File: config.mk
export PLATFORM = sky130hd
export DESIGN_NAME = dmem_arbiter
export DESIGN_NICKNAME = d
export VERILOG_FILES = /design/src/rtl/dmem_pkg.sv /design/src/rtl/dmem_arbiter_rr.sv /design/src/rtl/dmem_arbiter.sv
export SDC_FILE = /design/constraint.sdc
export NUM_CORES = 1
export LEC_CHECK = 0
export ABC_AREA = 1
export CAP_MARGIN = 20
export CORE_MARGIN = 2
export CORE_UTILIZATION = 31
export CTS_CLUSTER_SIZE = 10
export DETAILED_ROUTE_END_ITERATION = 12
export PLACE_DENSITY = 0.81
export SLEW_MARGIN = 20
export SYNTH_ARGS = -nofsm -noshare
export SYNTH_HDL_FRONTEND = slang
export SYNTH_SLANG_ARGS = --single-unit
export TNS_END_PERCENT = 5
File: constraint.sdc
create_clock -name clock -period 1.6 [get_ports clock]
set_clock_uncertainty 0.05 [all_clocks]
set_input_delay 0.16 -clock clock [delete_from_list [all_inputs] [get_ports clock]]
set_output_delay 0.16 -clock clock [all_outputs]
set_load 0.05 [all_outputs]
File: src/rtl/dmem_pkg.sv
// Shared definitions for the data-memory arbiter slice.
// Contents: memory geometry, requester port indices and the request
// record that the top uses to carry the winning port's fields.
package dmem_pkg;

  localparam int DMEM_DEPTH  = 1024;
  localparam int DMEM_DATA_W = 32;
  localparam int DMEM_ADDR_W = 32;

  localparam int PORT_CPU = 0;
  localparam int PORT_DBG = 1;

  // Fields of one requester, as presented to the memory when granted.
  typedef struct packed {
    logic                   wen;
    logic [DMEM_ADDR_W-1:0] addr;
    logic [DMEM_DATA_W-1:0] wdata;
  } dmem_req_t;

endpackage

File: src/rtl/dmem_arbiter_rr.sv
// rr_arbiter2: two-way grant logic with a remembered last winner.
// Ports:
//   clock      in  rising-edge clock
//   rst_n      in  synchronous active-low reset (last winner -> port 1)
//   req_valid  in  [1:0] per-port request
//   grant      out [1:0] one-hot (or zero) combinational grant
// RR_EN=1 alternates on contention; RR_EN=0 always favours port 0.
// Any grant outside reset is an acceptance (the top only raises ready
// on a grant), so the last winner is updated directly from the grant.
module rr_arbiter2 #(
  parameter int RR_EN = 1
) (
  input  logic       clock,
  input  logic       rst_n,
  input  logic [1:0] req_valid,
  output logic [1:0] grant
);

  logic last_grant_q;
  logic last_grant_d;

  // Grant selection from the current requests and the previous winner.
  always_comb begin
    grant = 2'b00;
    case (req_valid)
      2'b01:   grant = 2'b01;
      2'b10:   grant = 2'b10;
      2'b11: begin
        if ((RR_EN != 0) && (last_grant_q == 1'b0)) begin
          grant = 2'b10;
        end else begin
          grant = 2'b01;
        end
      end
      default: grant = 2'b00;
    endcase
  end

  // Next last-winner: reset makes port 0 win the first contest.
  always_comb begin
    last_grant_d = last_grant_q;
    if (!rst_n) begin
      last_grant_d = 1'b1;
    end else if (grant[1]) begin
      last_grant_d = 1'b1;
    end else if (grant[0]) begin
      last_grant_d = 1'b0;
    end else begin
      last_grant_d = last_grant_q;
    end
  end

  // Last-winner register.
  always_ff @(posedge clock) begin
    last_grant_q <= last_grant_d;
  end

endmodule

File: src/rtl/dmem_arbiter.sv
// dmem_arbiter: shares one single-port data memory between the CPU data
// port (port 0) and the loader/debug port (port 1).
// Ports:
//   clock, rst_n            clock and synchronous active-low reset
//   req_valid/wen/addr/wdata per-port request (port i in slice i)
//   req_ready               per-port accept, at most one bit high
//   rsp_valid/rdata/err     registered response, one cycle after accept
//   mem_addr/wen/wdata      drive to the memory (write on the clock edge)
//   mem_rdata               combinational read data from the memory
//   grant_cnt0/1            saturating accepted-request counters
module dmem_arbiter
  import dmem_pkg::*;
#(
  parameter int ADDR_W = 32,
  parameter int DEPTH  = DMEM_DEPTH,
  parameter int RR_EN  = 1,
  parameter int CNT_W  = 16
) (
  input  logic                   clock,
  input  logic                   rst_n,
  input  logic [1:0]             req_valid,
  input  logic [1:0]             req_wen,
  input  logic [2*ADDR_W-1:0]    req_addr,
  input  logic [63:0]            req_wdata,
  output logic [1:0]             req_ready,
  output logic [1:0]             rsp_valid,
  output logic [31:0]            rsp_rdata,
  output logic                   rsp_err,
  output logic [ADDR_W-1:0]      mem_addr,
  output logic                   mem_wen,
  output logic [31:0]            mem_wdata,
  input  logic [31:0]            mem_rdata,
  output logic [CNT_W-1:0]       grant_cnt0,
  output logic [CNT_W-1:0]       grant_cnt1
);

  localparam logic [CNT_W-1:0] CNT_MAX = {CNT_W{1'b1}};
  localparam logic [CNT_W-1:0] CNT_ONE = CNT_W'(1);

  logic [1:0]             grant_s;
  logic                   accept_s;
  logic                   in_range_s;
  dmem_req_t              sel_req_s;

  logic [1:0]             rsp_valid_q, rsp_valid_d;
  logic [DMEM_DATA_W-1:0] rsp_rdata_q, rsp_rdata_d;
  logic                   rsp_err_q,   rsp_err_d;
  logic [CNT_W-1:0]       cnt0_q,      cnt0_d;
  logic [CNT_W-1:0]       cnt1_q,      cnt1_d;

  rr_arbiter2 #(
    .RR_EN (RR_EN)
  ) u_arb (
    .clock     (clock),
    .rst_n     (rst_n),
    .req_valid (req_valid),
    .grant     (grant_s)
  );

  // Ready is the grant, suppressed in reset; ready bits are the transfers.
  assign req_ready = rst_n ? grant_s : 2'b00;
  assign accept_s  = |req_ready;

  // Pick the accepted port's fields; idle cycles drive zeros.
  always_comb begin
    sel_req_s = '0;
    if (req_ready[PORT_DBG]) begin
      sel_req_s.wen   = req_wen[PORT_DBG];
      sel_req_s.addr  = DMEM_ADDR_W'(req_addr[PORT_DBG*ADDR_W +: ADDR_W]);
      sel_req_s.wdata = req_wdata[PORT_DBG*DMEM_DATA_W +: DMEM_DATA_W];
    end else if (req_ready[PORT_CPU]) begin
      sel_req_s.wen   = req_wen[PORT_CPU];
      sel_req_s.addr  = DMEM_ADDR_W'(req_addr[PORT_CPU*ADDR_W +: ADDR_W]);
      sel_req_s.wdata = req_wdata[PORT_CPU*DMEM_DATA_W +: DMEM_DATA_W];
    end else begin
      sel_req_s = '0;
    end
  end

  assign in_range_s = (sel_req_s.addr < DMEM_ADDR_W'(DEPTH));
  assign mem_addr   = ADDR_W'(sel_req_s.addr);
  assign mem_wdata  = sel_req_s.wdata;
  // Out-of-range writes are answered with an error and never reach memory.
  assign mem_wen    = accept_s & sel_req_s.wen & in_range_s;

  // Response and counter next-state.
  always_comb begin
    rsp_valid_d = 2'b00;
    rsp_rdata_d = 32'h0000_0000;
    rsp_err_d   = 1'b0;
    cnt0_d      = cnt0_q;
    cnt1_d      = cnt1_q;
    if (!rst_n) begin
      cnt0_d = '0;
      cnt1_d = '0;
    end else begin
      rsp_valid_d = req_ready;
      rsp_err_d   = accept_s & ~in_range_s;
      // Read data is captured at acceptance, before any later write lands.
      if (accept_s && !sel_req_s.wen && in_range_s) begin
        rsp_rdata_d = mem_rdata;
      end else begin
        rsp_rdata_d = 32'h0000_0000;
      end
      if (req_ready[PORT_CPU] && (cnt0_q != CNT_MAX)) begin
        cnt0_d = cnt0_q + CNT_ONE;
      end else begin
        cnt0_d = cnt0_q;
      end
      if (req_ready[PORT_DBG] && (cnt1_q != CNT_MAX)) begin
        cnt1_d = cnt1_q + CNT_ONE;
      end else begin
        cnt1_d = cnt1_q;
      end
    end
  end

  // Response and counter registers.
  always_ff @(posedge clock) begin
    rsp_valid_q <= rsp_valid_d;
    rsp_rdata_q <= rsp_rdata_d;
    rsp_err_q   <= rsp_err_d;
    cnt0_q      <= cnt0_d;
    cnt1_q      <= cnt1_d;
  end

  assign rsp_valid  = rsp_valid_q;
  assign rsp_rdata  = rsp_rdata_q;
  assign rsp_err    = rsp_err_q;
  assign grant_cnt0 = cnt0_q;
  assign grant_cnt1 = cnt1_q;

endmodule

Word level (Yosys, flattened, before mapping)
Cells that the tools add are included.
{ "word_totals": {"regBits": 68, "output_inout_bits": 134, "wordCells": 32} }
{ "op_classes": {"n_addsub": 2, "order_cmp": 1, "n_eq_ne": 5, "muxes": 5, "bitwise": 5, "reduce_logical": 8} }
{ "ops": {"columns": ["operator", "count"], "rows": [
  ["65-bit two-way mux", 2],
  ["16-bit by 1-bit adder with 16-bit output, second input constant", 2],
  ["32-bit by 11-bit < comparator with 1-bit output, second input constant", 1],
  ["16-bit inequality test, second input constant", 2],
  ["2-bit case mux with 3 select lines", 1],
  ["2-bit == test, second input constant", 2],
  ["1-bit logical AND", 4],
  ["2-bit two-way mux", 2],
  ["2-bit OR reduction", 2],
  ["1-bit bitwise AND", 3],
  ["2-bit by 1-bit == test with 1-bit output, second input constant", 1],
  ["1-bit NOT", 2],
  ["2-bit AND reduction", 1],
  ["1-bit logical NOT", 1]
]} }

Depth between registers and ports, before layout
{ "logic_depth": {"ltp_word": 9, "depth_mapped": 12, "depth_no_buf": 10} }

Cells and area by module
From an unflattened synthesis, not the netlist that was laid out.
{ "hier_totals": {"cells_unflattened": 642, "area_unflattened_um2": 4264.1} }
{ "by_module_without_submodules": {"columns": ["module", "n_inst", "cells_each", "area_each_um2", "seq_area_each_um2"], "rows": [
  ["dmem_arbiter", 1, 633, 4211.5, 1341.3],
  ["rr_arbiter2", 1, 9, 52.6, 20.0]
]} }

Worst setup path before layout
OpenSTA, ideal clock, no wires.
{ "synth_timing": {"path_kind": "register -> output", "from": "register u_arb.last_grant_q", "to": "output port mem_wen", "t_arrival_ns": 2.168, "required_time_ns": 1.390, "setup_slack_ns": -0.778, "stages_incl_launch_ff": 11, "path_buffers": 1, "path_cell_list": "dfxtp_1 -> inv_1 -> nand2_2 -> buf_6 -> nand3_1 -> nand2_1 -> nor2_1 -> nand2_1 -> nor2_4 -> nand3_1 -> nor2_1"} }
{ "synth_via": {"elab_chain_len": 7, "word_cells_on_any_way": 9, "classes_between": "order compare (1); mux (5); bitwise (2); reduce/logical (1)"} }
{ "synth_lines": {"columns": ["item", "line_no", "text"], "rows": [
  ["from (decl)", "dmem_arbiter_rr.sv:19", "logic last_grant_q;"],
  ["from (signal assigned)", "dmem_arbiter_rr.sv:55", "last_grant_q <= last_grant_d;"],
  ["2-bit two-way mux *", "dmem_arbiter_rr.sv:29", "if ((RR_EN != 0) && (last_grant_q == 1'b0)) begin"],
  ["2-bit case mux with 3 select lines *", "dmem_arbiter_rr.sv:25", "case (req_valid)"],
  ["2-bit two-way mux *", "dmem_arbiter.sv:61", "assign req_ready = rst_n ? grant_s : 2'b00;"],
  ["65-bit two-way mux", "dmem_arbiter.sv:71", "end else if (req_ready[PORT_CPU]) begin"],
  ["65-bit two-way mux *", "dmem_arbiter.sv:67", "if (req_ready[PORT_DBG]) begin"],
  ["net mem_addr[15]", "dmem_arbiter.sv:29", "output logic [ADDR_W-1:0] mem_addr,"],
  ["32-bit by 11-bit < comparator with 1-bit output *", "dmem_arbiter.sv:80", "assign in_range_s = (sel_req_s.addr < DMEM_ADDR_W'(DEPTH));"],
  ["1-bit bitwise AND *", "dmem_arbiter.sv:84", "assign mem_wen = accept_s & sel_req_s.wen & in_range_s;"],
  ["to (decl)", "dmem_arbiter.sv:30", "output logic mem_wen,"]
]} }
Mark *: on every way through the listed nets, which the timed path passes. The rest lies on a longest branch.

Worst setup path in the final report
{ "layout_timing": {"from": "register u_arb.last_grant_q", "to": "output port mem_wen"} }
{ "layout_via": {"elab_chain_len": 7, "word_cells_on_any_way": 9, "classes_between": "order compare (1); mux (5); bitwise (2); reduce/logical (1)"} }
{ "layout_lines": {"columns": ["item", "line_no"], "rows": [
  ["2-bit two-way mux *", "dmem_arbiter_rr.sv:29"],
  ["2-bit case mux with 3 select lines *", "dmem_arbiter_rr.sv:25"],
  ["2-bit two-way mux *", "dmem_arbiter.sv:61"],
  ["65-bit two-way mux", "dmem_arbiter.sv:71"],
  ["65-bit two-way mux", "dmem_arbiter.sv:67"],
  ["32-bit by 11-bit < comparator with 1-bit output or 1-bit bitwise AND (tied branches)", "dmem_arbiter.sv:80, dmem_arbiter.sv:84"],
  ["1-bit bitwise AND *", "dmem_arbiter.sv:84"]
]} }
Every way passes the cells marked *; elsewhere a longest branch is shown, timed or not.

==> flow_metrics.py <==
metrics = {
    "clocking": {
        "h-tree-depth": 3,
        "clk_pin_slew_ns": 0.06,
        "ctsRootBufferMaster": "clkbuf_16",
        "clkLatencyLatePin_ns": 0.33,
        "numClockSinks": 68,
        "numCtsBuffers": 9,
        "cts_tree": "done",
        "clock_path_buffers": 2,
    },
    "routing": {
        "via_count": 5185,
        "wl_per_cell_um": 17.79,
        "first_pass_iters": 4,
        "vias_per_cell": 4.810,
        "first_iter_violations": 249,
        "drtAntennaViolNets": 0,
        "drc": 0,
        "routed_wirelength_mm": 19.18,
    },
    "timing": {
        "holdWs_ns": 0.3151,
        "setup_tns_ns": -24.08,
        "worst_slew_margin_rel": 0.7467,
        "worst_slack_ns": -0.5253,
        "rsz0062_at_grt": "true",
        "max_freq_mhz": 470.5,
        "drv_slew": 0,
        "finalCritPeriodShare": 1.328,
        "tightest_slew_ns": 0.3771,
        "finalCriticalPeriod_ns": 2.125,
        "hold_violations": 0,
        "setup_violations": 110,
    },
    "global_route": {
        "grt_pass1_vias": 5348,
        "grt_max_degree": 25,
        "grt_pass1_wl_mm": 28.64,
        "gr-usage-all-layers": 0.2632,
        "antenna_found_initial": 0,
        "grt-ovfl-total": 0,
    },
    "die": {
        "die_y_um": 117.5,
        "row_count": 41,
        "core_sq_mm": 0.01262,
        "io_pins": 300,
        "start_util": 0.3167,
        "dieArea_sq_mm": 0.01382,
        "die_w_um": 117.5,
    },
    "critical_path": {
        "worstReg2RegStart": "u_arb.last_grant_q",
        "crit_fanout": 6,
        "max_stage_delay_ns": 0.39,
        "path_depth": 12,
        "startpoint": "u_arb.last_grant_q",
        "endpoint_kind": "output pin",
        "r2r_slack_ns": -0.34,
        "setup.worst_path.end": "mem_wen",
        "critPathBufInv": 3,
        "worstRegToRegCells": 13,
        "criticalPathCategory": "flip-flop to output pin",
        "critPathTopFamily": "simple AND/OR/NAND/NOR gates",
        "crit_required_ns": 1.39,
        "crit_arrival_ns": 1.92,
        "r2r-end": "rsp_rdata[22]",
        "crit_path_start_kind": "flip-flop",
        "crit_path_cell_trace": "nand2_4, inv_4, nor2_4, buf_12, nand2_4, nand2_4, nor2_2, nand2_2, nor2_4, nand3_2, nor2_4, buf_8",
        "cp_slowest_cell": "dfxtp_4",
    },
    "yosys": {
        "synth-edff-count": 0,
        "synth_cells": 528,
        "synth_top_area_frac": 0.3406,
        "synth_area_leaders": "dfxtp_1 34%, nand2_1 11%, nor2_4 9.6%",
        "synthArstFlopShare": 0,
        "ys_ff_latch": 68,
        "ys_warn_count": 0,
        "ys.flop_type": "dfxtp_1",
        "ys_seq_area_frac": 0.3406,
        "syn-cell-area_sq_mm": 0.003996,
        "synth_top_cell_by_area": "dfxtp_1",
        "synth_cell_types": 31,
        "synth_nets": 696,
        "syn_area_per_cell_sq_um": 7.569,
    },
    "power": {
        "clkPwrFrac": 0.332,
        "p_total_mw": 5.895,
        "switching_share": 0.3144,
        "power_frac_seq": 0.292,
        "ir_drop_uv": 436.7,
        "power_leakage_nw": 3.884,
        "power_density_mw_per_mm2": 640.8,
        "internal-power_mw": 4.042,
        "pwr-share-comb": 0.376,
        "p_sw_mw": 1.853,
    },
    "finish": {
        "layout_commonest_cell": "clkdlybuf4s50_1",
        "num_antenna_cells": 0,
        "fin_nets": 1069,
        "fillers": 876,
        "drive_gt1_frac": 0.4547,
        "stdcell_area_sq_mm": 0.009200,
        "final_cell_mix": "162 x clkdlybuf4s50_1, 134 x buf_4, 85 x nand2_1",
        "synthToLayoutAreaGrowth_pct": 130.2,
    },
    "place": {
        "place_congestion": 0.9223,
        "dp_slack_ns": -0.6740,
        "placed_area_sq_mm": 0.008508,
        "place_hpwl_mm": 14.52,
        "port_buffers": 299,
    },
    "outcome": {
        "violations": "setup timing",
        "outcome": "complete, but fails checks",
    },
    "job": {
        "drv_cap": 0,
    },
    "min_path": {
        "hold_path_class": "primary input to flip-flop",
    },
}
## final cells by class
type                    count  area [sq um]  area share
inverters                  67         269.0     0.02924
well taps                 172         215.2     0.02339
clock inverters             7         67.56    0.007344
flip-flops and latches     68          1389      0.1510
clock buffers               9         225.2     0.02448
multi-input cells         370          2743      0.2981
repair buffers            385          4292      0.4665
## timing repair
action	in CTS	in global routing
resized for setup	45	40
gates cloned	0	0
endpoints found under the setup margin	132	131
hold buffers	0	0
buffers inserted	6	1
pin swaps	17	7
## state kept, by name, summed over array words and instances, names as in the netlist
signal              flops
grant_cnt0             16
grant_cnt1             16
rsp_err                 1
rsp_rdata              32
rsp_valid               2
u_arb.last_grant_q      1
## tightest hold or removal path, cell delays in order
cell and delay (ns):
dlygate4sd2_1 0.29, nand2_4 0.13, a21oi_1 0.06
## worst min path at each step
stage                  start            endpoint  slack [ns]  depth (start not counted)
2_1_floorplan   req_valid[1]        rsp_valid[0]        0.21                          1
3_3_place_gp   grant_cnt0[2]       grant_cnt0[2]        0.41                          2
3_5_place_dp   grant_cnt0[2]       grant_cnt0[2]        0.41                          2
4_1_cts                rst_n        rsp_valid[0]        0.30                          3
5_1_grt         req_valid[0]  u_arb.last_grant_q        0.32                          2
6_report               rst_n        rsp_valid[0]        0.32                          3
## cell usage after synthesis (2+ instances only)
cell type / number
nand3_2: 8
buf_6: 7
buf_2: 2
o21ai_0: 12
xnor2_1: 7
nand2_1: 114
nand3_1: 39
buf_12: 3
nor2_1: 39
clkbuf_1: 11
nor2_4: 34
nor3_1: 12
nor3b_1: 2
a22o_1: 42
dfxtp_1: 68
ha_1: 2
a21oi_1: 24
nor2_2: 6
nand2_2: 13
nand4_1: 4
xor2_1: 5
inv_1: 62
inv_2: 4
## power groups by stage
stage	combinational, mW	clock (mW)	sequential, mW
floorplan	0.859	0	1.81
global placement	2.05	0	1.75
detailed placement	2.08	0	1.76
CTS	2.15	1.99	1.72
global route	2.30	2.08	1.72
finish	2.21	1.96	1.72
## stage by stage
| stage | utilization | std cells |
|---|---|---|
| 2_1_floorplan | - | 528 |
| 3_5_place_dp | 0.6742 | 1055 |
| 5_1_grt | 0.7290 | 1078 |
| 6_report | 0.7290 | 1078 |
| 4_1_cts | 0.7145 | 1077 |
| 3_3_place_gp | 0.6742 | 1055 |
## cell families after synthesis
kind of cell,Yosys count,share of synthesized area
AOI/OAI and AO/OA,83,0.1459
xor gates and xnor gates,12,0.02630
adders and majority gates,2,0.006261
buffers and inverters,90,0.1105
DFF,68,0.3406
and+or+nand+nor,273,0.3704
## routing by layer
metal / global-route usage / routed length (um) / vias to the layer above
met5: 0 / 0 / -
met4: 0.1190 / 745 / 0
met3: 0.09738 / 1709 / 55
met2: 0.4773 / 10030 / 262
met1: 0.2689 / 6693 / 2402
li1: - / - / 2466
Power figures use the tool's default switching activity.
